==> src/rtl/img_rsz_blk_sched.sv <==
// img_rsz_blk_sched: raster-order block-job scheduler with bounded in-flight jobs and BlkIsExec scoreboard.
// Define IMG_RSZ_SCHED_ERR_CHK_EN to add the sticky err_flag_o done-channel checker.
module img_rsz_blk_sched #(
  parameter int BLK_X_NUM   = 4,
  parameter int BLK_Y_NUM   = 4,
  parameter int BLK_X_IDX_W = (BLK_X_NUM > 1) ? $clog2(BLK_X_NUM) : 1,
  parameter int BLK_Y_IDX_W = (BLK_Y_NUM > 1) ? $clog2(BLK_Y_NUM) : 1,
  parameter int MAX_OUTST   = 4
) (
  input  logic                                clk,
  input  logic                                rst_n,
  input  logic                                frm_start_i,
  output logic                                frm_busy_o,
  output logic                                frm_done_o,
  output logic [BLK_X_IDX_W-1:0]              job_x_o,
  output logic [BLK_Y_IDX_W-1:0]              job_y_o,
  output logic                                job_vld_o,
  input  logic                                job_rdy_i,
  input  logic                                done_vld_i,
  input  logic [BLK_X_IDX_W-1:0]              done_x_i,
  input  logic [BLK_Y_IDX_W-1:0]              done_y_i,
  output logic [BLK_Y_NUM-1:0][BLK_X_NUM-1:0] blk_is_exec_o,
  input  logic [BLK_X_NUM-1:0]                flush_blk_x_msk_i,
  input  logic [BLK_Y_NUM-1:0]                flush_blk_y_msk_i,
  input  logic                                flush_vld_i
`ifdef IMG_RSZ_SCHED_ERR_CHK_EN
  ,
  output logic                                err_flag_o
`endif
);
  localparam int OW = $clog2(MAX_OUTST + 1);
  localparam logic [OW-1:0] MAX_O = OW'(MAX_OUTST);
  localparam logic [BLK_X_IDX_W-1:0] LAST_X = BLK_X_IDX_W'(BLK_X_NUM - 1);
  localparam logic [BLK_Y_IDX_W-1:0] LAST_Y = BLK_Y_IDX_W'(BLK_Y_NUM - 1);

  typedef enum logic [1:0] {IDLE, ISSUE, DRAIN, DONE} state_e;

  state_e                              state_q;
  logic [OW-1:0]                       outst_q, outst_d;
  logic [BLK_X_IDX_W-1:0]              job_x_q;
  logic [BLK_Y_IDX_W-1:0]              job_y_q;
  logic                                job_vld_q, busy_q, done_q;
  logic [BLK_Y_NUM-1:0][BLK_X_NUM-1:0] exec_q, exec_d, set_v, clr_v;
  logic                                hs, dec, last_x, last_job;

  assign hs       = job_vld_q & job_rdy_i;
  assign dec      = done_vld_i & (outst_q != '0);
  assign outst_d  = outst_q + OW'(hs) - OW'(dec);
  assign last_x   = job_x_q == LAST_X;
  assign last_job = last_x & (job_y_q == LAST_Y);

  // Out-of-range done indices match no bit, so they only touch the counter.
  for (genvar y = 0; y < BLK_Y_NUM; y++) begin : g_y
    for (genvar x = 0; x < BLK_X_NUM; x++) begin : g_x
      assign set_v[y][x] = done_vld_i & (done_y_i == BLK_Y_IDX_W'(y)) & (done_x_i == BLK_X_IDX_W'(x));
      assign clr_v[y][x] = flush_vld_i & flush_blk_y_msk_i[y] & flush_blk_x_msk_i[x];
    end
  end

  assign exec_d = set_v | (exec_q & ~clr_v);

  always_ff @(posedge clk or negedge rst_n) begin
    if (!rst_n) begin
      state_q   <= IDLE;
      outst_q   <= '0;
      exec_q    <= '0;
      job_x_q   <= '0;
      job_y_q   <= '0;
      job_vld_q <= 1'b0;
      busy_q    <= 1'b0;
      done_q    <= 1'b0;
    end else begin
      outst_q <= outst_d;
      exec_q  <= exec_d;
      done_q  <= 1'b0;
      case (state_q)
        IDLE: if (frm_start_i) begin
          state_q   <= ISSUE;
          busy_q    <= 1'b1;
          job_vld_q <= outst_d < MAX_O;
        end
        ISSUE: begin
          job_vld_q <= outst_d < MAX_O;
          if (hs) begin
            job_x_q <= last_x ? '0 : job_x_q + BLK_X_IDX_W'(1);
            job_y_q <= last_job ? '0 : last_x ? job_y_q + BLK_Y_IDX_W'(1) : job_y_q;
            if (last_job) begin
              state_q   <= DRAIN;
              job_vld_q <= 1'b0;
            end
          end
        end
        DRAIN: if (outst_q == '0 && exec_q == '0) begin
          state_q <= DONE;
          busy_q  <= 1'b0;
          done_q  <= 1'b1;
        end
        default: state_q <= IDLE;
      endcase
    end
  end

  assign frm_busy_o    = busy_q;
  assign frm_done_o    = done_q;
  assign job_x_o       = job_x_q;
  assign job_y_o       = job_y_q;
  assign job_vld_o     = job_vld_q;
  assign blk_is_exec_o = exec_q;

`ifdef IMG_RSZ_SCHED_ERR_CHK_EN
  logic err_q;
  always_ff @(posedge clk or negedge rst_n) begin
    if (!rst_n) err_q <= 1'b0;
    else if (done_vld_i && (outst_q == '0 || set_v == '0 || (set_v & exec_q) != '0)) err_q <= 1'b1;
  end
  assign err_flag_o = err_q;
`endif
endmodule
==> config.mk <==
export PLATFORM = sky130hd
export DESIGN_NAME = img_rsz_blk_sched
export DESIGN_NICKNAME = d
export VERILOG_FILES = /design/src/rtl/img_rsz_blk_sched.sv
export SDC_FILE = /design/constraint.sdc
export NUM_CORES = 1
export LEC_CHECK = 0
export ABC_CLOCK_PERIOD_IN_PS = 2260
export CAP_MARGIN = 20
export CORE_MARGIN = 2
export CORE_UTILIZATION = 61
export DETAILED_ROUTE_END_ITERATION = 7
export DONT_BUFFER_PORTS = 1
export PLACE_DENSITY_LB_ADDON = 0.2
export SETUP_SLACK_MARGIN = 0.1
export SLEW_MARGIN = 20
export SYNTH_ARGS = -nofsm -noshare
export SYNTH_HDL_FRONTEND = slang
export SYNTH_SLANG_ARGS = --single-unit
==> constraint.sdc <==
create_clock -name clk -period 2.26 [get_ports clk]
set_input_delay 0.226 -clock clk [delete_from_list [all_inputs] [get_ports clk]]
set_output_delay 0.226 -clock clk [all_outputs]
set_load 0.005 [all_outputs]
Yosys cells after proc, flatten, opt, wreduce, memory -nomap -nowiden --
Cells that the tools add are included.
Storage, ports and cells: register bits 28, bits of input ports 18, output and inout port bits 23, word-level logic and storage cells 108
Cells by class: add/sub/neg operators 4, $lt $le $gt $ge 1, equal/unequal tests 14, muxes and demuxes 17, bitwise gates (word level) 46, reduce and logical (&&, ||, !) cells 15
Operators with widths (number):
- $and 1x1->1 | 43
- $and 16x16->16 | 1
- $logic_not 16->1 | 1
- $not 16->16 | 1
- $or 16x16->16 | 1
- $eq 2x2->1 const B | 7
- $mux 2 | 7
- $ne 2x2->1 const B | 4
- $mux 1 | 7
- $eq 2x1->1 const B | 3
- $logic_not 2->1 | 3
- $pmux 2 s3 | 1
- $reduce_and 3->1 | 2
- $reduce_bool 2->1 | 3
- $add 2x1->2 const B | 2
- $pmux 1 s2 | 2
- $reduce_and 2->1 | 2
- $reduce_and 4->1 | 1
- $add 3x1->3 | 1
- $logic_not 3->1 | 1
- $lt 3x3->1 const B | 1
- $reduce_bool 3->1 | 1
- $sub 3x1->3 | 1
- $logic_and 1x1->1 | 1

Depth between registers and ports, before layout --
depth after elaboration 7, gate-level depth with buffers 9, mapped depth without buffers 9

Worst setup path after synthesis --
No wires, ideal clock.
kind register to register, start register outst_q[1], end register job_vld_q, in the netlist job_vld_o, library setup time 0.095 ns, data arrival time 1.949 ns, data required time 2.165 ns, path slack 0.216 ns, stages on the path, launching flop included 10, buffers on the path 0, clock period less this slack 2.044 ns, path through dfrtp_1 > nor3_1 > nor2b_1 > ha_1 > inv_1 > ha_1 > fa_1 > xnor2_1 > xnor2_1 > o31ai_1
On the way: longest elaborated chain between the ends 7, elaborated cells between the ends (all ways) 9, those cells by class add/sub (2); order compare (1); mux (4); bitwise (1); reduce/logical (1)
RTL lines:
- start: declaration | RTL line 39 | logic [OW-1:0] outst_q, outst_d;
- start signal: assignment | RTL line 73 | outst_q <= outst_d;
- branches (longest 2 deep; another with $add 3x1->3)
- $sub 3x1->3 (*) | RTL line 48 | assign outst_d = outst_q + OW'(hs) - OW'(dec);
- net outst_d[2] | RTL line 39
- $lt 3x3->1 (*) | RTL line 80, 83
- $mux 1 | RTL line 87 | if (last_job) begin
- $mux 1 | RTL line 84 | if (hs) begin
- $pmux 1 s2 (*) | RTL line 76 | case (state_q)
- end signal: assignment | RTL line 80 | job_vld_q <= outst_d < MAX_O;
- end signal: assignment | RTL line 83 | job_vld_q <= outst_d < MAX_O;
- end: declaration | RTL line 42 | logic job_vld_q, busy_q, done_q;
Mark *: on every way through the listed nets, which the timed path passes. The select of a mux whose other input is x is not followed. A chain may end at the register's enable or synchronous reset.

Final worst setup path --
start register outst_q[0], end register job_vld_q, in the netlist job_vld_o
Same word-level chain as after synthesis.

==> results.toml <==
[worst_setup_path]
worstSetupStartpointType = "register"
path_max_fanout = 2
worstSetupPathType = "register to register"
r2r-end = "job_vld_o"
r2r_start = "outst_q[0]"
crit_path_end = "job_vld_o"
setup.worst_path.start = "outst_q[0]"
reg2reg_slack_ps = 70
reg2reg_depth = 9
crit_arrival_ps = 2430
endpoint_kind = "register"
cp.required_ps = 2500

[timing]
rsz0062_at_grt = "true"
period_needed_ps = 2190
finalClockSkew_ps = 6.66
timing_hold_violations_final = 0
drv_slew = 0
tightest_slew_ps = 480
final.period_utilization_pct = 97.0
max_freq_mhz = 456
finalSetupViolations = 0
setup_tns_ps = 0
relSlewSlack_pct = 68.0

[global_route]
grt_pass1_vias = 1165
antenna_found_initial = 0
grt_max_degree = 29
grt_pass1_wl_um = 5380
gr-usage-all-layers_pct = 27.4
overflow = 0

[synthesis]
synth_nets = 165
ys_warn_count = 0
async_flop_share_pct = 100
netlist_instances = 138
synth_edf_count = 0
netlist_area_um2 = 1420
synth_area_per_cell_um2 = 10.3
ys_seq_elements = 28
synthFlopType = "dfrtp_1"
ys_types = 29
yosysSeqAreaShare_pct = 49.5

[placement]
dp.cells = 162
dp_hpwl_um = 2400
portBuffers = 0
place_congestion = 0.809
placed_area_um2 = 1440

[pwr]
switching_power_uw = 598
sw_frac_of_total_pct = 35.2
power_mw = 1.70
p_int_mw = 1.10
total_leakage_power_nw = 0.746
ir_drop_mv = 0.591
p_per_area_nw_per_um2 = 1070
clkPwrFrac_pct = 14.5
share_comb_of_total_power_pct = 41.1
p_seq_share_pct = 44.4

[cts]
clk_latency_ps = 330
cts.sinks = 28
cts_root_buf = "clkbuf_4"
cts_buffers = 3
clkSlewWorstSetupHoldPaths_ps = 150
cts_tree = "done"
clock_path_buffers = 2
htree_num_levels = 1

[floorplan]
num_rows = 17
ios = 41
die_w_um = 52.2
fp.dieH_um = 52.2
core_um2 = 2210
die_area_um2 = 2720
initial_core_util_pct = 64.0

[cells_and_area]
stdcell_area_um2 = 1590
drive_gt1_share_pct = 15.0
final_cell_mix = "dfrtp_1, nand3_1, nand2_1"
final_common_cell = "dfrtp_1"
final_nets = 175
insertedDiodeCount = 0
syn_to_final_growth_pct = 12.1
finish.utilization_pct = 71.7
fill_cells = 160
fin_cells = 175

[detailed_routing]
vias = 1109
ant_nets = 0
viasPerCell = 6.34
postRouteWirelength_um = 3290
wl_per_cell_um = 18.8
first_pass_iters = 6
drcViolationCount = 0
drt_first_iter_violations = 28

[worst_hold_path]
hold_class = "primary input to register"
min_from = "done_x_i[1]"

[run_status]
status = "complete, no violations"

[job]
cap_violations = 0
==> logic make-up after synthesis <==
| kind of cell | after synthesis | synth area share, % |
|---|---|---|
| AO/OA/AOI/OAI | 24 | 12.3 |
| XOR/XNOR | 2 | 1.24 |
| adder cells (fa/ha/maj) | 9 | 8.49 |
| buffers and inverters | 14 | 3.71 |
| flip-flops | 28 | 49.5 |
| multiplexers | 6 | 4.77 |
| AND/OR/NAND/NOR | 55 | 20.0 |
==> stage by stage <==
step / setup WS, ps / hold slack [ps]
4_1_cts: 114 / 41.0
3_5_place_dp: 49.6 / -69.1
6_report: 68.9 / 43.0
3_3_place_gp: 161 / -68.8
5_1_grt: -21.7 / 39.4
2_1_floorplan: 216 / -69.6
==> timing repair <==
item,in CTS,in global routing
endpoints found under the setup margin,1,2
buffers inserted,2,2
hold endpoints to repair,31,0
pin swaps,4,0
resized for setup,2,3
hold buffers,5,0
==> state kept, by name, summed over array words and instances, names as in the netlist <==
signal	cells
state_q	2
frm_busy_o	1
job_y_o	2
outst_q	3
frm_done_o	1
job_vld_o	1
blk_is_exec_o	16
job_x_o	2
==> synth_stat cells (3+ instances only) <==
cell	n	area, µm²
o21ai_0	6	30.0
mux2i_1	3	30.0
o21ai_1	4	20.0
nand2_1	18	67.6
nor3_1	3	15.0
nand3_1	18	90.1
a32o_1	4	40.0
inv_1	10	37.5
clkbuf_1	4	15.0
dfrtp_1	28	701
o31ai_1	4	30.0
nand3b_1	3	22.5
ha_1	8	100
==> power groups by stage <==
stage | Clock (mW) | Combinational [mW] | Sequential (mW)
floorplan | 0 | 0.428 | 0.722
global placement | 0 | 0.477 | 0.749
detailed placement | 0 | 0.517 | 0.760
CTS | 0.250 | 0.605 | 0.752
global route | 0.263 | 0.767 | 0.771
finish | 0.246 | 0.697 | 0.754
==> worst max-delay path, stage by stage, from the launching register on <==
cell     delay (ps)
dfrtp_1         430
nor3_2          200
nor2b_1          80
ha_1            280
inv_1            40
ha_2            160
fa_2            350
xnor2_2         220
xnor2_2         110
o31ai_1         210
==> final cells by class <==
class / count / area, µm² / area share [%]
inverter: 10 / 37.5 / 2.37
clock buffer: 4 / 36.3 / 2.29
timing repair buffer: 9 / 90.1 / 5.68
sequential: 28 / 701 / 44.2
tap: 28 / 35.0 / 2.21
multi-input combinational: 96 / 687 / 43.3
==> metal layers <==
metal	global-route usage, %	wire [µm]	vias to the layer above
li1	-	-	509
met1	33.9	1390	547
met2	46.2	1660	47
met3	6.32	192	6
met4	11.1	53	0
met5	0	0	-
==> worst min path at each step <==
stage                  endpoint  cells past startpoint  slack, ps
2_1_floorplan  blk_is_exec_o[0]                      0        -70
3_3_place_gp         frm_done_o                      0        -70
3_5_place_dp         frm_busy_o                      0        -70
4_1_cts        blk_is_exec_o[2]                      1         40
5_1_grt        blk_is_exec_o[2]                      1         40
6_report       blk_is_exec_o[2]                      1         40
Note: power is estimated with default switching activity, not from simulation.
